<file path="config.mk">
export PLATFORM = sky130hd
export DESIGN_NAME = mem_port_arbiter
export DESIGN_NICKNAME = d
export VERILOG_FILES = /design/src/rtl/core_pkg.sv /design/src/rtl/arb_pick.sv /design/src/rtl/mem_port_arbiter.sv
export SDC_FILE = /design/constraint.sdc
export NUM_CORES = 1
export LEC_CHECK = 0
export BUFFER_PORTS_ARGS = -buffer_cell sky130_fd_sc_hd__buf_2
export CAP_MARGIN = 20
export CORE_MARGIN = 8
export CORE_UTILIZATION = 40
export DETAILED_ROUTE_END_ITERATION = 6
export PLACE_DENSITY_LB_ADDON = 0.3
export SYNTH_ARGS = -nofsm -noshare
export SYNTH_HDL_FRONTEND = slang
export SYNTH_SLANG_ARGS = --single-unit
export TNS_END_PERCENT = 10
</file>
<file path="constraint.sdc">
create_clock -name clk -period 1.6 [get_ports clk]
set_input_delay 0.24 -clock clk [delete_from_list [all_inputs] [get_ports clk]]
set_output_delay 0.24 -clock clk [all_outputs]
set_load 0.02 [all_outputs]
</file>
<file path="src/rtl/core_pkg.sv">
// Shared encodings for the memory port arbiter: FSM states, port ownership
// and the default read data returned when a transaction times out.
package core_pkg;

  typedef enum logic [1:0] {
    ST_IDLE  = 2'd0,
    ST_GRANT = 2'd1,
    ST_BUSY  = 2'd2,
    ST_RESP  = 2'd3
  } state_t;

  typedef enum logic {
    OWN_I = 1'b0,
    OWN_D = 1'b1
  } owner_t;

  localparam logic [31:0] ERR_DATA_DEFAULT = 32'hDEAD_BEEF;

endpackage

</file>
<file path="src/rtl/arb_pick.sv">
// Two-way selector between instruction and data requesters: fixed data
// priority, or round-robin against the previous grant.
module arb_pick
  import core_pkg::*;
#(
  parameter int DATA_RR = 0
) (
  input  logic   i_i_stb,
  input  logic   i_d_stb,
  input  owner_t last_grant,
  output owner_t owner
);

  // With no request at all the result is don't-care; the caller only uses it on a request.
  always_comb begin
    owner = OWN_I;
    if (i_i_stb && i_d_stb) begin
      if (DATA_RR != 0) begin
        owner = (last_grant == OWN_I) ? OWN_D : OWN_I;
      end else begin
        owner = OWN_D;
      end
    end else if (i_d_stb) begin
      owner = OWN_D;
    end
  end

endmodule

</file>
<file path="src/rtl/mem_port_arbiter.sv">
// Shares one single-ported stb/ack memory between the instruction-fetch and
// data ports, one transaction at a time, with a per-transaction watchdog.
module mem_port_arbiter
  import core_pkg::*;
#(
  parameter int          DATA_RR  = 0,
  parameter int          TIMEOUT  = 255,
  parameter logic [31:0] ERR_DATA = ERR_DATA_DEFAULT
) (
  input  logic        clk,
  input  logic        rst,
  input  logic        i_i_stb,
  input  logic [31:0] i_i_addr,
  output logic        o_i_ack,
  output logic [31:0] o_i_data,
  input  logic        i_d_stb,
  input  logic        i_d_wr_en,
  input  logic [31:0] i_d_addr,
  input  logic [31:0] i_d_wr_data,
  output logic        o_d_ack,
  output logic [31:0] o_d_data,
  output logic        o_m_stb,
  output logic        o_m_wr_en,
  output logic [31:0] o_m_addr,
  output logic [31:0] o_m_wr_data,
  input  logic        i_m_ack,
  input  logic [31:0] i_m_data,
  output logic        o_err
);

  localparam int            CW      = (TIMEOUT > 0) ? $clog2(TIMEOUT + 1) : 1;
  localparam logic [CW-1:0] TO_LAST = CW'((TIMEOUT > 0) ? TIMEOUT - 1 : 0);

  state_t        state, state_nxt;
  owner_t        owner, owner_nxt;
  owner_t        last_grant, last_grant_nxt;
  owner_t        pick;
  logic [CW-1:0] cnt, cnt_nxt;

  logic        i_ack_nxt, d_ack_nxt, err_nxt;
  logic [31:0] i_data_nxt, d_data_nxt;
  logic        m_stb_nxt, m_wr_en_nxt;
  logic [31:0] m_addr_nxt, m_wr_data_nxt;

  arb_pick #(.DATA_RR(DATA_RR)) u_pick (
    .i_i_stb    (i_i_stb),
    .i_d_stb    (i_d_stb),
    .last_grant (last_grant),
    .owner      (pick)
  );

  always_ff @(posedge clk) begin
    if (rst) begin
      state       <= ST_IDLE;
      owner       <= OWN_I;
      last_grant  <= OWN_I;
      cnt         <= '0;
      o_i_ack     <= 1'b0;
      o_d_ack     <= 1'b0;
      o_err       <= 1'b0;
      o_i_data    <= '0;
      o_d_data    <= '0;
      o_m_stb     <= 1'b0;
      o_m_wr_en   <= 1'b0;
      o_m_addr    <= '0;
      o_m_wr_data <= '0;
    end else begin
      state       <= state_nxt;
      owner       <= owner_nxt;
      last_grant  <= last_grant_nxt;
      cnt         <= cnt_nxt;
      o_i_ack     <= i_ack_nxt;
      o_d_ack     <= d_ack_nxt;
      o_err       <= err_nxt;
      o_i_data    <= i_data_nxt;
      o_d_data    <= d_data_nxt;
      o_m_stb     <= m_stb_nxt;
      o_m_wr_en   <= m_wr_en_nxt;
      o_m_addr    <= m_addr_nxt;
      o_m_wr_data <= m_wr_data_nxt;
    end
  end

  // Every output is a register; this block only computes next values, so acks
  // and o_err default low to make them single-cycle pulses.
  always_comb begin
    state_nxt      = state;
    owner_nxt      = owner;
    last_grant_nxt = last_grant;
    cnt_nxt        = cnt;
    i_ack_nxt      = 1'b0;
    d_ack_nxt      = 1'b0;
    err_nxt        = 1'b0;
    i_data_nxt     = o_i_data;
    d_data_nxt     = o_d_data;
    m_stb_nxt      = o_m_stb;
    m_wr_en_nxt    = o_m_wr_en;
    m_addr_nxt     = o_m_addr;
    m_wr_data_nxt  = o_m_wr_data;

    case (state)
      ST_IDLE: begin
        if (i_i_stb || i_d_stb) begin
          owner_nxt = pick;
          if (pick == OWN_D) begin
            m_addr_nxt    = i_d_addr;
            m_wr_en_nxt   = i_d_wr_en;
            m_wr_data_nxt = i_d_wr_data;
          end else begin
            m_addr_nxt    = i_i_addr;
            m_wr_en_nxt   = 1'b0;
            m_wr_data_nxt = '0;
          end
          state_nxt = ST_GRANT;
        end
      end

      ST_GRANT: begin
        m_stb_nxt = 1'b1;
        cnt_nxt   = '0;
        state_nxt = ST_BUSY;
      end

      ST_BUSY: begin
        if (cnt != {CW{1'b1}}) begin
          cnt_nxt = cnt + 1'b1;
        end
        // A memory ack on the last watchdog cycle still counts as a normal completion.
        if (i_m_ack) begin
          if (owner == OWN_D) begin
            d_ack_nxt = 1'b1;
            if (!o_m_wr_en) begin
              d_data_nxt = i_m_data;
            end
          end else begin
            i_ack_nxt  = 1'b1;
            i_data_nxt = i_m_data;
          end
          m_stb_nxt = 1'b0;
          state_nxt = ST_RESP;
        end else if ((TIMEOUT > 0) && (cnt == TO_LAST)) begin
          if (owner == OWN_D) begin
            d_ack_nxt  = 1'b1;
            d_data_nxt = ERR_DATA;
          end else begin
            i_ack_nxt  = 1'b1;
            i_data_nxt = ERR_DATA;
          end
          err_nxt   = 1'b1;
          m_stb_nxt = 1'b0;
          state_nxt = ST_RESP;
        end
      end

      ST_RESP: begin
        last_grant_nxt = owner;
        state_nxt      = ST_IDLE;
      end

      default: begin
        state_nxt = ST_IDLE;
      end
    endcase
  end

endmodule

</file>
==> metrics.md, run 1 <==
| Metric | Value |
|---|---|
| Run status | finished clean |
| Area growth, synth to finish | 45.82% |
| DP Cell Count | 1044 |
| Post-Synthesis Cells | 615 |
| Vias per cell | 5.137 |
| Critical path data required time | 1900 ps |
| Clock tree buffer depth | 2 |
| CP max FO | 4 |
| F_max | 642.6 MHz |
| Max Slew Vio Count | 0 |
| Core Area | 14310 µm² |
| HP Class | in2reg |
| Sequential share of the synthesized area | 49.96% |
| Combinational power share | 33.8% |
| NetSw | 0.004482 W |
| Final Cycle Share | 97.25% |
| Routed Antenna Nets | 0 |
| Routed wire length | 18270 µm |
| Yosys top cell by area | dfxtp_1 |
| GRT Total Usage | 18.27% |
| Total CTS buffers | 17 |
| Mapped Area | 5771 µm² |
| Drt drc | 0 |
| Post-synth EDFFs | 0 |
| Net Sw Frac | 34.10% |
| Peak supply drop | 0.0009327 V |
| Hold_buf cts | 0 |
| Int Power | 0.008662 W |
| P_leak | 3.898 nW |
| Synth area leaders | dfxtp_1 50%, mux2i_1 5.7%, a211oi_1 4.8% |
| IO Count | 267 |
| CTS tree | done |
| RSZ-0062 raised after global routing | yes |
| Clock latency on the worst-skew pair | 420 ps |
| Vias in the first global route | 5343 |
| FP Rows | 44 |
| Placer Congestion | 0.7989 |
| DP HPWL | 12800 µm |
| Final min period | 1556 ps |
| Die area | 18530 µm² |
| Pin count of the biggest net entering global routing | 65 |
| CTS Sinks | 144 |
| Synth cell types | 44 |
| DR iter-0 viols | 303 |
| Routed len/inst | 16.76 µm |
| Worst setup EP type | flip-flop |
| Async S/R FF share, synth | 0% |
| Pwr/cell area | 1562 nW/µm² |
| Yosys reg bits | 144 |
| Root Driver | clkbuf_16 |
| Final Non-Filler Cells | 1090 |
| Clock Pin Slew Worst Setup and Hold Paths | 60 ps |
| Vias | 5599 |
| Setup CP Type | reg2reg |
| Share of cells above drive strength 1 | 46.03% |
| Net Count, Synth | 755 |
| Avg Inst Size Synth | 9.383 µm² |
| Initial Util | 40.31% |
| CTS HTree Levels | 4 |
| Grt ovf | 0 |
| Buffers on Ports | 266 |
| Initial antenna violation count | 0 |
| Sequential Power Share | 34.3% |
| Final hold viol count | 0 |
| Final-stage net count | 1033 |
| Die height | 136.1 µm |
| First-pass GRT wire length | 27250 µm |
| Post-route setup TNS | 0 ps |
| Yosys top cell area share | 49.96% |
| Clock group share of total power | 31.8% |
| Critical Path Source Type | flip-flop |
| Die width | 136.1 µm |
| Synth warn | 0 |
| Final setup violation count | 0 |
| Synth Flop Type | dfxtp_1 |
| First-pass detailed-route iteration total | 6 |
| Skew final | 9.249 ps |
| Worst slew pin tran | 676.6 ps |
| Critical path arrival | 1860 ps |
| Diode count | 0 |
| Max_cap viols | 0 |
| Relative slew slack | 54.89% |
## cells in the mapped netlist (2+ instances only)
cell / number
a211oi_1: 37
a211oi_2: 20
a21o_1: 2
a21oi_1: 46
a22oi_1: 9
a31oi_1: 3
and3_1: 2
and4_1: 2
buf_1: 7
buf_2: 10
buf_6: 2
clkbuf_1: 33
dfxtp_1: 144
ha_1: 6
inv_1: 36
mux2i_1: 33
nand2_1: 49
nand2b_1: 2
nand3_1: 44
nand4_1: 2
nor2_1: 66
nor2b_1: 2
nor3_1: 6
o21ai_0: 2
o221a_2: 24
o32ai_1: 8
## sequential cells by signal, indices dropped and copies added (netlist names), 2 cells and up
signal,count
o_d_data,32
o_i_data,32
o_m_addr,32
o_m_wr_data,32
cnt,8
state,2
## layout make-up
cell class | count | area (µm²)
clock buffers | 19 | 442.9
clock inverters | 13 | 183.9
fillers | 1316 | 5899
inverters | 37 | 138.9
multi-input cells | 383 | 2695
flip-flops and latches | 144 | 2885
well taps | 184 | 230.2
repair buffers | 310 | 1838
## per-layer routing
layer / up-vias / wire, µm / track usage, % / part of all wire (%)
li1: 2767 / - / - / -
met1: 2581 / 7685 / 22.19 / 42
met2: 234 / 8669 / 29.40 / 47
met3: 17 / 1670 / 6.615 / 9.1
met4: 0 / 245 / 6.040 / 1.3
met5: - / 0 / 0 / 0
## cells in the final DEF (no fill, tap or decap), types with 3 or more instances in the layout
| cell type | count |
|---|---|
| a21oi_1 | 46 |
| a211oi_2 | 27 |
| nand2_1 | 49 |
| inv_1 | 35 |
| nor3_1 | 6 |
| clkinv_4 | 3 |
| ha_1 | 3 |
| a22oi_2 | 4 |
| a211oi_1 | 30 |
| a21o_4 | 3 |
| bufinv_16 | 4 |
| a22oi_1 | 5 |
| clkbuf_16 | 19 |
| o32ai_1 | 4 |
| o32ai_2 | 4 |
| a31oi_1 | 3 |
| nor2_1 | 65 |
| mux2i_1 | 33 |
| buf_12 | 6 |
| nand3_1 | 44 |
| buf_4 | 31 |
| o221a_2 | 24 |
| buf_2 | 265 |
| clkinv_2 | 4 |
| buf_6 | 3 |
| dfxtp_1 | 142 |
## worst max-delay path, cell delays in order (launching register included)
cell     delay (ps)
dfxtp_2         330
inv_2            40
ha_4            150
and3_4          150
a21oi_4         150
nor3_4           80
buf_4           150
buf_4           140
o221a_2         260
## logic make-up (layout without fill, tap and decap cells)
| logic type | count (synthesis) | count (layout) | share of synthesized area, % |
|---|---|---|---|
| buf+inv | 90 | 379 | 6.396 |
| fa+ha+maj | 6 | 6 | 1.301 |
| simple gates | 181 | 181 | 14.12 |
| compound gates | 161 | 163 | 22.51 |
| mux | 33 | 33 | 5.724 |
| flops | 144 | 144 | 49.96 |
## timing repair
item	in CTS	in global routing
hold endpoints to repair	0	0
setup buffers	7	3
pin swaps	19	4
cloned	1	4
resized for setup	11	23
setup endpoints to repair	56	109
## worst paths after layout
kind | startpoint | end | slack (ps) | cells after the start
max | cnt[0] | o_i_data[28] | 40 | 8
min | i_d_wr_data[30] | o_m_wr_data[30] | 80 | 3
max reg2reg | cnt[0] | o_i_data[28] | 40 | 8
min reg2reg | o_m_wr_data[21] | o_m_wr_data[21] | 450 | 2
## power groups by stage
stage	registers [W]	logic, W	clock network [W]
2_1_floorplan	0.00528	0.00176	0
3_3_place_gp	0.00456	0.00391	0
3_5_place_dp	0.00458	0.00397	0
4_1_cts	0.00451	0.00408	0.00426
5_1_grt	0.00459	0.00477	0.00444
6_report	0.00451	0.00444	0.00419
## stage by stage
stage	setup slack (ps)	total power [W]	hold WS, ps	util [%]	instance area (µm²)
after global routing	-26.03	0.01380	66.15	58.79	8414
after detailed placement	-147.5	0.008546	440.7	52.12	7461
after CTS	-26.21	0.01285	55.63	57.33	8207
final	43.94	0.01314	77.10	58.79	8414
after floorplan	-40.87	0.007041	384.6	-	5781
after global placement	-512.9	0.008471	435.3	51.93	7433
Note: power is estimated with default switching activity, not from simulation.
==> run 2, diff against run 1 <==
--- a/config.mk
+++ b/config.mk
@@ -10,6 +10,7 @@
 export CORE_MARGIN = 8
 export CORE_UTILIZATION = 40
 export DETAILED_ROUTE_END_ITERATION = 6
+export GPL_TIMING_DRIVEN = 0
 export PLACE_DENSITY_LB_ADDON = 0.3
 export SYNTH_ARGS = -nofsm -noshare
 export SYNTH_HDL_FRONTEND = slang
==> run 2 against run 1 <==
Effect of this change: the run now ends with negative setup slack left; sequential share of layout area increased by 1.3 points; register-to-register slack got worse by 70 ps; non-clock buffer count rose by 8; worst setup slack worse by 68 ps; combinational power decreased by 10%; critical path depth fell by 1; critical path type unchanged; highest routed layer unchanged.
==> metrics.md, run 2 (synthesized netlist as in run 1, its figures left out) <==
| Metric | Value |
|---|---|
| IO Count | 267 (unchanged) |
| Vias | 5588 (was 5599) |
| Violated checks | negative setup slack |
| Die width | 136.1 µm (unchanged) |
| Clock latency on the worst-skew pair | 420 ps (about the same) |
| Routed wire length | 18290 µm (was 18270 µm) |
| Critical Path Source Type | flip-flop (unchanged) |
| Area growth, synth to finish | 40.59% (was 45.82%) |
| DR iter-0 viols | 252 (was 303) |
| CP max FO | 10 (was 4) |
| Critical path data required time | 1910 ps (was 1900 ps) |
| Buffers plus inverters on the worst setup path | 2 (was 3) |
| P_leak | 3.744 nW (was 3.898 nW) |
| Skew final | 6.235 ps (was 9.249 ps) |
| Max Slew Vio Count | 0 (unchanged) |
| Clock Pin Slew Worst Setup and Hold Paths | 60 ps (about the same) |
| Setup slack after layout | -23.61 ps (was 43.94 ps) |
| Total power | 0.01270 W (was 0.01314 W) |
| GRT Total Usage | 19.12% (was 18.27%) |
| Worst slew pin tran | 771.8 ps (was 676.6 ps) |
| Critical path arrival | 1930 ps (was 1860 ps) |
| Pwr/cell area | 1566 nW/µm² (was 1562 nW/µm²) |
| Commonest cells after routing, fill and taps aside | 273 x buf_2, 141 x dfxtp_1, 65 x nor2_1, 49 x nand2_1, 46 x a21oi_1 (was 265 x buf_2, 142 x dfxtp_1, 65 x nor2_1, 49 x nand2_1, 46 x a21oi_1) |
| Die area | 18530 µm² (unchanged) |
| Pin count of the biggest net entering global routing | 17 (was 65) |
| Final min period | 1624 ps (was 1556 ps) |
| CTS tree | done (unchanged) |
| Buffers on Ports | 264 (was 266) |
| Setup CP Type | reg2reg (unchanged) |
| CP max-delay cell | dfxtp_2 (unchanged) |
| Final Core Density | 56.68% (was 58.79%) |
| Die height | 136.1 µm (unchanged) |
| Worst setup EP type | flip-flop (unchanged) |
| Core Area | 14310 µm² (unchanged) |
| Relative slew slack | 48.55% (was 54.89%) |
| Top delay family on crit path | compound AO/OA/AOI/OAI gates (unchanged) |
| Vias per cell | 5.099 (was 5.137) |
| Drt drc | 0 (unchanged) |
| Final Cycle Share | 101.5% (was 97.25%) |
| Maximum single-stage delay on the critical path | 370 ps (was 330 ps) |
| DP HPWL | 14040 µm (was 12800 µm) |
| Final hold viol count | 0 (unchanged) |
| CTS Sinks | 144 (unchanged) |
| Root Driver | clkbuf_16 (unchanged) |
| Final setup violation count | 12 (was 0) |
| Ordered cell list for the critical path | inv_1 -> ha_2 -> and3_4 -> a21oi_4 -> nor3_4 -> buf_4 -> o221a_2 (was inv_2 -> ha_4 -> and3_4 -> a21oi_4 -> nor3_4 -> buf_4 -> buf_4 -> o221a_2) |
| Initial Util | 40.31% (unchanged) |
| Max_cap viols | 0 (unchanged) |
| Vias in the first global route | 5437 (was 5343) |
| Fill cells | 1379 (was 1316) |
| Initial antenna violation count | 0 (unchanged) |
| Run status | complete, but fails checks (was finished clean) |
| Routed Antenna Nets | 0 (unchanged) |
| Final-stage net count | 1039 (was 1033) |
| Total CTS buffers | 17 (unchanged) |
| Worst slack, placed | -459.8 ps (was -147.5 ps) |
| First-pass GRT wire length | 28050 µm (was 27250 µm) |
| First-pass detailed-route iteration total | 7 (was 6) |
| Commonest non-fill, non-tap cell in the layout | buf_2 (unchanged) |
| FF/Latch Area | 2887 µm² (was 2885 µm²) |
| Routed len/inst | 16.69 µm (was 16.76 µm) |
| RSZ-0062 raised after global routing | yes (unchanged) |
| Peak supply drop | 0.0008808 V (was 0.0009327 V) |
| F_max | 615.9 MHz (was 642.6 MHz) |
| WP depth | 7 (was 8) |
| Worst reg-to-reg path cell count | 7 (was 8) |
| Area occupied by multi-input gates | 2577 µm² (was 2695 µm²) |
| CTS HTree Levels | 4 (unchanged) |
| Diode count | 0 (unchanged) |
| Hold_buf cts | 0 (unchanged) |
| Clock tree buffer depth | 2 (unchanged) |
| Placer Congestion | 0.8203 (was 0.7989) |
| Hold path cells | 3 (unchanged) |
| Grt ovf | 0 (unchanged) |
| FP Rows | 44 (unchanged) |
| HP Class | in2reg (unchanged) |
| Share of cells above drive strength 1 | 42.43% (was 46.03%) |
-- run 2: cell types whose count changed in the layout (fill, tap and decap cells not counted), moves of 5 or more --
cell	change
buf_4	-23
clkbuf_1	+20
buf_2	+8
buf_12	-5
a211oi_2	-6
a211oi_1	+6
-- run 2: worst paths after layout --
kind | slack (ps) | from | endpoint
setup / recovery | -20 | cnt[0] | o_i_data[3]
hold / removal | 80 | i_d_wr_data[22] | o_m_wr_data[22]
setup reg to reg | -20 | cnt[0] | o_i_data[3]
hold reg to reg | 450 | o_m_wr_data[14] | o_m_wr_data[14]
-- run 2: layout make-up --
| type | count | share of cell area, % |
|---|---|---|
| flip-flops and latches | 144 | 35.58 |
| inverters | 37 | 1.712 |
| clock buffers | 19 | 5.336 |
| multi-input cells | 381 | 31.77 |
| plain buffers | 52 | 3.994 |
| repair buffers | 266 | 16.47 |
| clock inverters | 13 | 2.298 |
| well taps | 184 | 2.838 |
-- run 2: where the power goes --
| group | switching [W] | total [W] | leakage (nW) | internal (W) |
|---|---|---|---|---|
| logic | 0.00250 | 0.00398 | 2.27 | 0.00148 |
| clock network | 0.00156 | 0.00418 | 0.295 | 0.00262 |
| registers | 0.000337 | 0.00455 | 1.18 | 0.00421 |
-- run 2: metrics by stage --
step           setup TNS, ps  cells  cell area (µm²)  hold WS (ps)
2_1_floorplan         -816.9    615             5781         384.6
3_3_place_gp          -39020   1063             7332         434.2
3_5_place_dp          -38930   1063             7332         439.7
4_1_cts               -480.2   1096             8039         57.21
5_1_grt                -3136   1096             8113         59.38
6_report              -220.7   1096             8113         75.18
-- run 2: timing repair --
action | 4_1_cts | 5_1_grt
endpoints found under the setup margin | 133 | 108
pin swaps | 2 | 1
setup buffers | 2 | 0
gates resized for setup | 34 | 36
-- run 2: worst reg2reg max path, delay by kind of cell (launching register included) --
| kind | cells | cell delay [ps] |
|---|---|---|
| AO/OA/AOI/OAI | 2 | 450 |
| adder cells (fa/ha/maj) | 1 | 180 |
| buffers and inverters | 2 | 250 |
| flip-flops | 1 | 370 |
| AND/OR/NAND/NOR | 2 | 280 |
-- run 2: per-layer routing --
metal / vias to the layer above / global-route usage [%] / part of all wire, %
li1: 2764 / - / -
met3: 18 / 7.132 / 9.2
met1: 2574 / 23.07 / 44
met5: - / 0 / 0
met2: 232 / 30.66 / 46
met4: 0 / 6.650 / 1.4
